File: src/rtl/iob_uart2iob_master.sv
// -----------------------------------------------------------------------------
// iob_uart2iob_master
// UART (8N1) to IOb-native bus bridge. A host on the serial line sends command
// frames; the bridge issues one IOb request per frame and answers on txd_o.
//   write frame : 0x57 A0 A1 A2 A3 D0 D1 D2 D3   -> reply 0x06
//   read  frame : 0x52 A0 A1 A2 A3               -> reply R0 R1 R2 R3
//   unknown command byte                          -> reply 0xEE
// Multi-byte fields are little-endian.
//
// Ports:
//   clk_i, arst_n_i      clock, asynchronous active-low reset
//   div_i                clk cycles per UART bit (>= 4, stable while busy)
//   rxd_i / txd_o        serial in / out, idle high
//   iob_valid_o ...      IOb request (addr, wdata, wstrb F=write 0=read)
//   iob_ready_i          responder accepts the request
//   iob_rvalid_i/rdata_i read response
//   busy_o               a frame is in progress (parser not idle)
//   frame_err_o          one-cycle pulse: bad stop bit, bad command, timeout
//
// Optional build macro UART2IOB_TIMEOUT_EN: abandons a partial frame (no
// reply) after TIMEOUT_CYC cycles without a received byte.
// -----------------------------------------------------------------------------
module iob_uart2iob_master #(
    parameter int ADDR_W      = 32,
    parameter int DATA_W      = 32,
    parameter int DIV_W       = 16,
    parameter int TIMEOUT_CYC = 100000
) (
    input  logic              clk_i,
    input  logic              arst_n_i,
    input  logic [DIV_W-1:0]  div_i,
    input  logic              rxd_i,
    output logic              txd_o,
    output logic              iob_valid_o,
    output logic [ADDR_W-1:0] iob_addr_o,
    output logic [DATA_W-1:0] iob_wdata_o,
    output logic [3:0]        iob_wstrb_o,
    input  logic              iob_ready_i,
    input  logic              iob_rvalid_i,
    input  logic [DATA_W-1:0] iob_rdata_i,
    output logic              busy_o,
    output logic              frame_err_o
);

    localparam logic [7:0] CMD_WR = 8'h57;
    localparam logic [7:0] CMD_RD = 8'h52;
    localparam logic [7:0] ACK    = 8'h06;
    localparam logic [7:0] NAK    = 8'hEE;

    typedef struct packed {
        logic              valid;
        logic [ADDR_W-1:0] addr;
        logic [DATA_W-1:0] wdata;
        logic [3:0]        wstrb;
    } req_t;

    logic [DIV_W-1:0] bit_last, half_last;
    assign bit_last  = div_i - DIV_W'(1);
    assign half_last = (div_i >> 1) - DIV_W'(1);

    // ------------------------------------------------------------------ RX
    typedef enum logic [1:0] {RX_IDLE, RX_START, RX_DATA, RX_STOP} rx_st_t;

    rx_st_t           rx_st;
    logic             rx_s1, rx_s2, rx_d;
    logic [DIV_W-1:0] rx_cnt;
    logic [2:0]       rx_bit;
    logic [7:0]       rx_sh;   // holds the received byte while rx_stb is high
    logic             rx_stb, rx_err;

    always_ff @(posedge clk_i or negedge arst_n_i) begin
        if (!arst_n_i) begin
            rx_s1  <= 1'b1;
            rx_s2  <= 1'b1;
            rx_d   <= 1'b1;
            rx_st  <= RX_IDLE;
            rx_cnt <= '0;
            rx_bit <= '0;
            rx_sh  <= '0;
            rx_stb <= 1'b0;
            rx_err <= 1'b0;
        end else begin
            rx_s1  <= rxd_i;
            rx_s2  <= rx_s1;
            rx_d   <= rx_s2;
            rx_stb <= 1'b0;
            rx_err <= 1'b0;
            case (rx_st)
                // Edge detect, not level: after a bad stop bit the line may
                // still be low and must not be taken as a new start bit.
                RX_IDLE: if (rx_d && !rx_s2) begin
                    rx_st  <= RX_START;
                    rx_cnt <= '0;
                end
                RX_START: if (rx_cnt == half_last) begin
                    rx_cnt <= '0;
                    rx_bit <= '0;
                    rx_st  <= rx_s2 ? RX_IDLE : RX_DATA;
                end else begin
                    rx_cnt <= rx_cnt + DIV_W'(1);
                end
                RX_DATA: if (rx_cnt == bit_last) begin
                    rx_cnt <= '0;
                    rx_sh  <= {rx_s2, rx_sh[7:1]};
                    rx_bit <= rx_bit + 3'd1;
                    if (rx_bit == 3'd7) rx_st <= RX_STOP;
                end else begin
                    rx_cnt <= rx_cnt + DIV_W'(1);
                end
                RX_STOP: if (rx_cnt == bit_last) begin
                    rx_st <= RX_IDLE;
                    if (rx_s2) rx_stb <= 1'b1;
                    else       rx_err <= 1'b1;
                end else begin
                    rx_cnt <= rx_cnt + DIV_W'(1);
                end
                default: rx_st <= RX_IDLE;
            endcase
        end
    end

    // ------------------------------------------------------------------ TX
    logic             tx_busy, tx_go;
    logic [7:0]       tx_byte;
    logic [8:0]       tx_sh;   // data bits then stop bit, LSB out first
    logic [3:0]       tx_bit;
    logic [DIV_W-1:0] tx_cnt;

    always_ff @(posedge clk_i or negedge arst_n_i) begin
        if (!arst_n_i) begin
            txd_o   <= 1'b1;
            tx_busy <= 1'b0;
            tx_sh   <= '1;
            tx_bit  <= '0;
            tx_cnt  <= '0;
        end else if (!tx_busy) begin
            if (tx_go) begin
                txd_o   <= 1'b0;
                tx_sh   <= {1'b1, tx_byte};
                tx_bit  <= '0;
                tx_cnt  <= '0;
                tx_busy <= 1'b1;
            end
        end else if (tx_cnt == bit_last) begin
            tx_cnt <= '0;
            if (tx_bit == 4'd9) begin
                tx_busy <= 1'b0;
            end else begin
                txd_o  <= tx_sh[0];
                tx_sh  <= {1'b1, tx_sh[8:1]};
                tx_bit <= tx_bit + 4'd1;
            end
        end else begin
            tx_cnt <= tx_cnt + DIV_W'(1);
        end
    end

    // -------------------------------------------------------------- parser
    typedef enum logic [2:0] {P_IDLE, P_ADDR, P_DATA, P_REQ, P_RWAIT, P_RESP} p_st_t;

    p_st_t       p_st;
    logic        is_wr;
    logic [1:0]  byte_cnt;
    logic [31:0] addr_sh, data_sh, addr_nxt, data_nxt;
    logic [31:0] rep;        // reply bytes, shifted out LSB first
    logic [1:0]  rep_left;   // reply bytes remaining after the current one
    logic        nak_pend;   // 0xEE waiting for the transmitter
    logic        timeout;
    req_t        req;

    assign addr_nxt    = {rx_sh, addr_sh[31:8]};
    assign data_nxt    = {rx_sh, data_sh[31:8]};
    assign iob_valid_o = req.valid;
    assign iob_addr_o  = req.addr;
    assign iob_wdata_o = req.wdata;
    assign iob_wstrb_o = req.wstrb;
    assign busy_o      = (p_st != P_IDLE);

    // A frame reply owns the transmitter; a pending NAK goes out when it is free.
    always_comb begin
        tx_go   = 1'b0;
        tx_byte = NAK;
        if (!tx_busy) begin
            if (p_st == P_RESP) begin
                tx_go   = 1'b1;
                tx_byte = rep[7:0];
            end else if (nak_pend) begin
                tx_go   = 1'b1;
            end
        end
    end

`ifdef UART2IOB_TIMEOUT_EN
    logic [31:0] to_cnt;

    always_ff @(posedge clk_i or negedge arst_n_i) begin
        if (!arst_n_i)                                        to_cnt <= '0;
        else if (rx_stb || !(p_st inside {P_ADDR, P_DATA}))   to_cnt <= '0;
        else                                                  to_cnt <= to_cnt + 32'd1;
    end

    assign timeout = (p_st inside {P_ADDR, P_DATA}) && !rx_stb &&
                     (to_cnt == 32'(TIMEOUT_CYC - 1));
`else
    assign timeout = 1'b0;
`endif

    always_ff @(posedge clk_i or negedge arst_n_i) begin
        if (!arst_n_i) begin
            p_st        <= P_IDLE;
            is_wr       <= 1'b0;
            byte_cnt    <= '0;
            addr_sh     <= '0;
            data_sh     <= '0;
            rep         <= '0;
            rep_left    <= '0;
            nak_pend    <= 1'b0;
            req         <= '0;
            frame_err_o <= 1'b0;
        end else begin
            frame_err_o <= 1'b0;
            if (tx_go && p_st != P_RESP) nak_pend <= 1'b0;

            if (rx_err) begin
                // Once the bus transaction has started the byte would be
                // discarded anyway, so only the error pulse remains there.
                frame_err_o <= 1'b1;
                if (p_st inside {P_IDLE, P_ADDR, P_DATA}) p_st <= P_IDLE;
            end else if (timeout) begin
                frame_err_o <= 1'b1;
                p_st        <= P_IDLE;
            end else begin
                case (p_st)
                    P_IDLE: if (rx_stb) begin
                        if (rx_sh == CMD_WR || rx_sh == CMD_RD) begin
                            is_wr    <= (rx_sh == CMD_WR);
                            byte_cnt <= '0;
                            p_st     <= P_ADDR;
                        end else begin
                            nak_pend    <= 1'b1;
                            frame_err_o <= 1'b1;
                        end
                    end
                    P_ADDR: if (rx_stb) begin
                        addr_sh  <= addr_nxt;
                        byte_cnt <= byte_cnt + 2'd1;
                        if (byte_cnt == 2'd3) begin
                            if (is_wr) begin
                                p_st <= P_DATA;
                            end else begin
                                p_st      <= P_REQ;
                                req.valid <= 1'b1;
                                req.addr  <= addr_nxt[ADDR_W-1:0];
                                req.wstrb <= 4'h0;
                            end
                        end
                    end
                    P_DATA: if (rx_stb) begin
                        data_sh  <= data_nxt;
                        byte_cnt <= byte_cnt + 2'd1;
                        if (byte_cnt == 2'd3) begin
                            p_st      <= P_REQ;
                            req.valid <= 1'b1;
                            req.addr  <= addr_sh[ADDR_W-1:0];
                            req.wdata <= data_nxt;
                            req.wstrb <= 4'hF;
                        end
                    end
                    P_REQ: if (iob_ready_i) begin
                        req.valid <= 1'b0;
                        if (is_wr) begin
                            rep      <= {24'd0, ACK};
                            rep_left <= 2'd0;
                            p_st     <= P_RESP;
                        end else if (iob_rvalid_i) begin
                            rep      <= iob_rdata_i;
                            rep_left <= 2'd3;
                            p_st     <= P_RESP;
                        end else begin
                            p_st <= P_RWAIT;
                        end
                    end
                    P_RWAIT: if (iob_rvalid_i) begin
                        rep      <= iob_rdata_i;
                        rep_left <= 2'd3;
                        p_st     <= P_RESP;
                    end
                    P_RESP: if (tx_go) begin
                        rep <= {8'h00, rep[31:8]};
                        if (rep_left == 2'd0) p_st <= P_IDLE;
                        else                  rep_left <= rep_left - 2'd1;
                    end
                    default: p_st <= P_IDLE;
                endcase
            end
        end
    end

endmodule

File: config.mk
export PLATFORM = sky130hd
export DESIGN_NAME = iob_uart2iob_master
export DESIGN_NICKNAME = d
export VERILOG_FILES = /design/src/rtl/iob_uart2iob_master.sv
export SDC_FILE = /design/constraint.sdc
export NUM_CORES = 1
export LEC_CHECK = 0
export CORE_UTILIZATION = 55
export DETAILED_ROUTE_END_ITERATION = 10
export PLACE_DENSITY = 0.82
export RECOVER_POWER = 50
export SYNTH_ARGS = -nofsm -noshare
export SYNTH_HDL_FRONTEND = slang
export SYNTH_SLANG_ARGS = --single-unit
File: constraint.sdc
create_clock -name clk_i -period 4.1 [get_ports clk_i]
set_input_delay 0.41 -clock clk_i [delete_from_list [all_inputs] [get_ports clk_i]]
set_output_delay 0.41 -clock clk_i [all_outputs]
set_load 0.005 [all_outputs]
==> results list, run 1 <==
* Status: finished, violations left
- The checks that failed: max-capacitance violations, max-slew violations.
- The number of nets handed over by synthesis was 1347.
- In this run switching power makes up a little under a third of total power.
- Logic gate share of total power: between 10% and 20%
* Register bit total from synthesis: about 230
- After the first detailed-routing iteration, the DRC count stood at between 600 and 700.
- Power density cells: between 400 and 500 mW/mm²
- Total vias in the final route: approximately 10000
- The analysis attributes to net switching a power of just under 2000 µW.
* Number of input and output port buffers inserted: ~120
- Pin count of the biggest net entering global routing: 120
- The startpoint identified for the worst hold timing path is rx_s1.
- Die area: ~0.022 mm²
- Clock-pin slew was measured on the worst setup and hold paths at ~70 ps.
- Global routing used between 20% and 30% of the available tracks.
- Fillers: approximately 1600
* Vert. Die Dim: roughly 150 µm
* H-tree depth: 1
- Crit. End Element: flip-flop
* Worst Max-Slew Pin Slew: 3020 ps
- Area taken by flip-flops and latches: between 0.005 and 0.006 mm²
- The worst setup path is launched from an input port.
* Multi-input combinational cell area: between 0.005 and 0.006 mm²
- The number of different library cells used by synthesis comes to 78.
- After global routing the overflow that remains totals 0.
- On the final layout, the worst clock skew is between 10 and 15 ps.
- CTS tree: built
* Fraction of final layout cells sized beyond drive strength 1: between 10% and 20%
* R2R depth: 9
- Worst hold endpoint: rx_s2
* Peak supply drop: between 0.0003 and 0.0004 V
- Setup violations remaining at the end of the flow were counted as 0.
* Synth area leader: dfrtp_1
* Clock insertion delay at the later pin of the skew report: approximately 540 ps
- Final critical delay including setup and external delays: 3450 ps
- The synthesized design contains 0 enable-type register cells.
- Number of rows created at floorplan: 53
* Antenna diode count: 0
* Leakage component of the power: about 0.0065 µW
- By area the synthesized netlist is led by dfrtp_1, nand2_1, mux2_2.
- In the final timing run, aggregate negative setup slack is 0 ps.
* Antenna violations before repair: 0
- Data arrives at the worst endpoint at about 3900 ps.
* Maximum buffer depth of the clock tree: 3
- The count of nets left with antenna violations once routing finished came out at 0.
- The worst pin sits at a relative slew slack of -101%.
* RSZ-0062 raised after global routing: no
* Dpl hpwl: 21.4 mm
- DIE WIDTH: roughly 150 µm
- Last weighted congestion value of the routability-driven placer: 0.976
- Counting every instance in the synthesized netlist gives 1284.
- Of the post-synthesis cell area, the dominant cell type holds about 45%.
- Finished Cell Area: 0.0144 mm²
- Cells on Worst Hold Path: 0
* Sequential cell fraction of total power: between 40% and 50%
* Effective utilization at floorplan: 56.7%
* Vias in the first global route: around 9800
- In this run, the clock network consumes ~37% of the power.
- The mapped netlist covers roughly 0.012 mm².
* Final routed DRC violation total: 0
- After synthesis, the share of flip-flops with an asynchronous set or reset is 100%.
- The min-delay analysis places its worst path in the category flip-flop to flip-flop.
- Data required time of the worst path: about 4500 ps
* Cell internal power dissipation: between 4000 and 5000 µW
* Maximum clock rate: between 200 and 300 MHz
- For this design the top-level I/O count stands at around 130.
- The total area inside the core boundary comes to roughly 0.021 mm².
* Final Slew Violations: between 100 and 150
* Initial DRT Pass Iterations: 5
* Reg-to-Reg End: rx_bit[2]
- Sequential fraction of the synthesis area: 47.5%
- In the routed layout, each cell is associated on average with a via count of 6.05.
* Critical path peak fanout: 6
* Global-route wire length before repair: just over 50 mm
- In the final routed layout, each cell accounts on average for between 15 and 20 µm.
* Total setup buffers inserted after CTS: 0
* Final Hold Violating Endpoints: 0
- Counting instances in the post-synthesis netlist gives the leading cell types as dfrtp_1, nand2_1, nor2_1.
- Final setup margin: between 600 and 700 ps
- Syn avg cell area: approximately 9.4 µm²
- The worst path uses a little over four fifths of the clock period.
- The setup check on the worst reg-to-reg path leaves a slack of approximately 1100 ps.
- The most used flip-flop cell after synthesis is dfrtp_1.
- Timing analysis after detailed placement gives a worst setup slack of between 200 and 250 ps.
- The final layout contains routed wiring with a total length of approximately 32 mm.
- Root buffer cell: clkbuf_16
- Placed cell area: between 0.01 and 0.015 mm²
- Number of nets in the layout: 1445
- The tool flagged a number of max-cap violations equal to 1.
* Worst r2r src: rx_cnt[10]
* Yosys warning count: 0
- Power after layout: about 6000 µW
- The worst setup path is of the input port to flip-flop kind.
* Number of buffers inserted during clock tree synthesis: 25
- Sink count of the clock tree: roughly 230
* Layout overhead on the synthesized area: 19.8%
## layer usage
metal / share of wire, % / track usage (%) / wire (µm)
met1: 42 / 38.4 / 13400
met2: 48 / 46.3 / 15200
met3: 7.3 / 5.98 / 2290
met4: 2.2 / 8.23 / 690
met5: 0 / 0 / 0
## registers in the layout, summed over array words and instances (netlist names), 2 cells and up, named ones only
register,cells
tx_sh,8
rep,32
iob_addr_o,32
rx_cnt,16
addr_sh,32
rx_bit,3
tx_cnt,16
data_sh,24
rep_left,2
rx_sh,8
byte_cnt,2
p_st,3
tx_bit,4
iob_wdata_o,32
## what timing repair did
action	4_1_cts	5_1_grt
hold buffers	1	0
endpoints found under the hold margin	9	0
endpoints found under the setup margin	0	0
gates resized for setup	0	0
## per-stage QoR
step / hold WS, ps / cells / utilization, %
2_1_floorplan: 114 / 1284 / -
3_3_place_gp: 349 / 1629 / 64.1
3_5_place_dp: 348 / 1629 / 64.1
4_1_cts: 260 / 1676 / 68.0
5_1_grt: 385 / 1676 / 68.0
6_report: 366 / 1676 / 68.0
## worst max-delay path by stage
stage	to	depth (start not counted)	slack (ps)	start
CTS	rx_bit[2]	12	670	div_i[1]
global route	rep[16]	2	380	arst_n_i
detailed placement	rx_bit[2]	12	200	div_i[1]
global placement	rx_sh[0]	11	280	div_i[1]
finish	rx_bit[2]	12	650	div_i[1]
floorplan	rx_sh[0]	12	610	div_i[0]
## logic make-up (layout without fill, tap and decap cells)
logic type | Yosys count | count (layout) | synth area share, %
AO/OA/AOI/OAI | 288 | 288 | 15.8
XOR/XNOR | 63 | 63 | 4.71
adder cells (fa/ha/maj) | 10 | 10 | 1.04
buffers and inverters | 132 | 249 | 4.35
flip-flops | 228 | 228 | 47.5
multiplexers | 78 | 78 | 7.19
AND/OR/NAND/NOR | 485 | 485 | 19.4
## layout make-up
type,instances,share of cell area (%)
clock inverter,19,1.33
inverter,34,0.885
clock buffer,27,4.46
tap,275,2.38
timing repair buffer,169,11.0
sequential,228,39.6
multi-input combinational,924,40.3
## layout by cell type, fill, tap and decap left out, types with 18 or more instances in the layout
cell / netlist / layout
nand3_1: 20 / 20
xor2_1: 29 / 29
o21ai_0: 85 / 85
a31oi_1: 20 / 20
clkdlybuf4s50_1: 0 / 92
nand2_1: 216 / 216
inv_1: 33 / 33
a221o_1: 23 / 23
nor2_1: 87 / 86
xnor2_1: 33 / 33
a22oi_1: 33 / 33
a21oi_1: 44 / 44
nor3_1: 36 / 34
o22ai_1: 18 / 18
buf_4: 3 / 43
dfrtp_1: 216 / 216
mux2_2: 64 / 64
dlygate4sd3_1: 0 / 32
clkbuf_16: 0 / 25
## critical path, stage by stage
cell,delay [ps]
clkdlybuf4s50_1,500
inv_1,130
ha_1,260
or4b_1,540
o31a_1,330
a311oi_1,240
o311ai_0,180
or4_4,580
nor3_4,190
buf_4,180
mux2i_1,210
o21ai_0,110
## power by group through the flow
stage / registers, µW / logic, µW / clock network (µW)
after global routing: 2770 / 1260 / 2390
after global placement: 2750 / 1070 / 0
after detailed placement: 2770 / 1100 / 0
final: 2740 / 1120 / 2270
after CTS: 2730 / 1120 / 2300
after floorplan: 2590 / 902 / 0
Power figures use the tool's default switching activity.
==> run 2, diff against run 1 <==
==> constraint.sdc (replaced) <==
create_clock -name clk_i -period 3.5 [get_ports clk_i]
set_input_delay 0.35 -clock clk_i [delete_from_list [all_inputs] [get_ports clk_i]]
set_output_delay 0.35 -clock clk_i [all_outputs]
set_load 0.005 [all_outputs]
==> run 2 against run 1 <==
Hold slack worse by 12 ps. The run still ends with max-capacitance violations, max-slew violations left. First-iteration DRC count up 26%. Via count rose by 3.5%. Combinational power grew 22%.
==> results list, run 2 (same netlist as run 1, synthesis figures left out) <==
- The number of violations of the max-capacitance limit was 1 (unchanged).
- Cells on Worst Hold Path: 1 (+1)
* Critical path's top delay family: simple AND/OR/NAND/NOR gates
- The leakage power figure is 0.00684 µW (+4.7%).
- Crit. End Element: flip-flop
- Pin count of the biggest net entering global routing: 81 (-33%)
* Vias in the first global route: 10300 (+5.3%)
- Setup repair after global routing left no endpoint under its margin.
- Fraction of final layout cells sized beyond drive strength 1: 15.8% (+2.5 points)
- The TritonCTS buffer count is 24 (-4.0%).
- The path with the worst hold slack has its endpoint at rx_s1.
- The final-report setup violation count is 0 (unchanged).
- Last weighted congestion value of the routability-driven placer: 0.946 (-3.1%)
* Peak supply drop: 0.000472 V (+36%)
- Commonest cells after routing, fill and taps aside: nand2_1, dfrtp_1, clkdlybuf4s50_1
- The full die area was 0.0225 mm² (unchanged).
* Total Routing Usage GR: 30.4% (+2.0 points)
- Number of instances resized during post-cts repair: 0 (unchanged)
- Routed length per placed instance: 19.6 µm (+3.9%)
- Type of the worst setup path: input port to flip-flop
* Status: finished, violations left
* Highest-delay cell along the critical path: nor3_1
* Ratio of final minimum period to clock period: between 90% and 100%
- Register-to-register setup slack: 720 ps (-390 ps)
- The final hold violation count came to 0 (unchanged).
- H-tree depth: 1 (unchanged)
- Effective utilization at floorplan: 56.7% (unchanged)
- Nature of the critical path startpoint: input port
* Antenna diode count: 0 (unchanged)
- Clock slew seen by the registers of the worst setup and hold paths: 70 ps (about the same)
- Power after layout: 7610 µW (+24%)
* Area inside the core boundary: 0.0212 mm² (unchanged)
- DIE WIDTH: 150 µm (unchanged)
- Layout overhead on the synthesized area: 23.9%
- The violation count after the first detailed-routing iteration came to 878 (+26%).
- Final setup margin: 295 ps (-358 ps)
* Setup WS pre-CTS: -163 ps (-367 ps)
* Final Slew Violations: 80 (-33%)
* CTS tree: built
- Antenna violations before repair: 0 (unchanged)
- The number of buffers inserted for hold repair after clock tree synthesis came to 1 (unchanged).
- The worst clock skew came to 27.3 ps (+13.6 ps).
- Worst Max-Slew Pin Slew: 2110 ps (-912 ps)
* Tightest Hold Check Type: input port to flip-flop
- Number of top-level design ports: 125 (unchanged)
- The tightest slew margin relative to the limit was -40.5% (+61 points).
- Clock insertion delay at the later pin of the skew report: 540 ps (about the same)
- The worst hold path begins at rxd_i.
- Reg-to-Reg End: rep[14]
* Critical path peak fanout: 7 (+1)
- The worst reg-to-reg path cell count is 6 (-3).
* Number of input and output port buffers inserted: 124 (unchanged)
- The worst path arrival time was 3630 ps (-230 ps).
* Maximum clock rate: around 310 MHz
- The critical path starts at div_i[3].
* Power density cells: 510 mW/mm² (+20%)
- The vertical extent of the die is 150 µm (unchanged).
- CP max stage delay: 750 ps (+170 ps)
- Number of rows created at floorplan: 53 (unchanged)
* Dpl hpwl: 22.2 mm (+3.6%)
- The maximum number of buffers from clock root to sink was 3 (unchanged).
* Buffers & Inverters on Critical Path: 3 (unchanged)
- Final routed DRC violation total: 0 (unchanged)
- The wire length of the first global-routing pass came to 54.1 mm (+6.2%).
* Total vias in the final route: 10500 (+3.5%)
* Gr ovfl total: 0 (unchanged)
- Number of nets in the layout: 1490 (+3.1%)
- The number of gates on the worst path with buffers counted came to 11 (-1).
- The aggregate negative setup slack came to 0 ps (unchanged).
* Initial DRT Pass Iterations: 5 (unchanged)
- In this run the critical register-to-register path is launched from p_st[0].
- The number of filler instances in the final layout was 1511 (-6.6%).
- The tree is rooted in a clkbuf_16.
- The checks that failed: max-capacitance violations, max-slew violations.
- Sink count of the clock tree: 228 (unchanged)
- Remaining antenna violation count after routing: 0 (unchanged)
* Final critical delay including setup and external delays: 3200 ps
- The signal on the critical path passes through clkdlybuf4s50_1 > nor3_1 > buf_4 > a2111oi_0 > a41oi_1 > a211oi_1 > and4_1 > nor3_1 > buf_4 > o22ai_1 > o21ai_0.
* Total setup buffers inserted after CTS: 0 (unchanged)
* Vias/cell: 6.10 (+0.88%)
- Data required time of the worst path: 3930 ps (-580 ps)
* Detailed Route WL: 33.6 mm (+6.6%)
[run 2: cell types whose count changed in the layout (fill, tap and decap cells not counted), moves of 3 or more]
| cell | before | now |
|---|---|---|
| buf_4 | 43 | 85 |
| clkbuf_8 | 1 | 7 |
| bufinv_16 | 2 | 7 |
| clkinv_2 | 6 | 1 |
| clkinvlp_4 | 5 | 0 |
| clkdlybuf4s50_1 | 92 | 89 |
| dlygate4sd3_1 | 32 | 35 |
[run 2: per-layer routing]
metal	wire length (µm)	vias up	share of wire [%]	global-route usage, %
li1	-	4851	-	-
met1	13900	5195	41	40.4
met2	16600	359	49	50.9
met3	2160	79	6.4	4.76
met4	1010	0	3.0	10.0
met5	0	-	0	0
[run 2: cell type report]
| class | instances | area (µm²) | area share, % |
|---|---|---|---|
| Clock inverter | 10 | 254 | 1.70 |
| Multi-Input combinational cell | 924 | 5810 | 39.0 |
| Timing Repair Buffer | 215 | 1960 | 13.1 |
| Clock buffer | 33 | 704 | 4.72 |
| Tap cell | 275 | 344 | 2.31 |
| Inverter | 34 | 128 | 0.855 |
| Sequential cell | 228 | 5720 | 38.3 |
[run 2: worst max-delay path by stage]
stage,endpoint,slack (ps)
after global placement,rx_cnt[0],-110
final,rx_cnt[14],300
after detailed placement,rx_cnt[11],-160
after CTS,rx_bit[2],380
after floorplan,rx_sh[0],70
after global routing,rx_cnt[10],60
[run 2: worst reg2reg max path: stages (launching register included)]
cell,delay [ps]
dfrtp_1,700
inv_1,350
nor2_1,280
nand2_1,310
and3_1,550
a22oi_1,350
o21ai_0,110
[run 2: power by group]
group / internal (µW) / switching, µW
registers: 2880 / 320
clock network: 1930 / 1110
logic: 562 / 811
total: 5380 / 2240
[run 2: per-stage QoR]
stage | instances | hold WS [ps] | util, % | cell area [µm²]
after global placement | 1675 | 347 | 65.9 | 14000
after detailed placement | 1675 | 351 | 65.9 | 14000
final | 1719 | 355 | 70.3 | 14900
after CTS | 1719 | 209 | 70.4 | 14900
after global routing | 1719 | 340 | 70.3 | 14900
after floorplan | 1284 | 54.4 | - | 12000
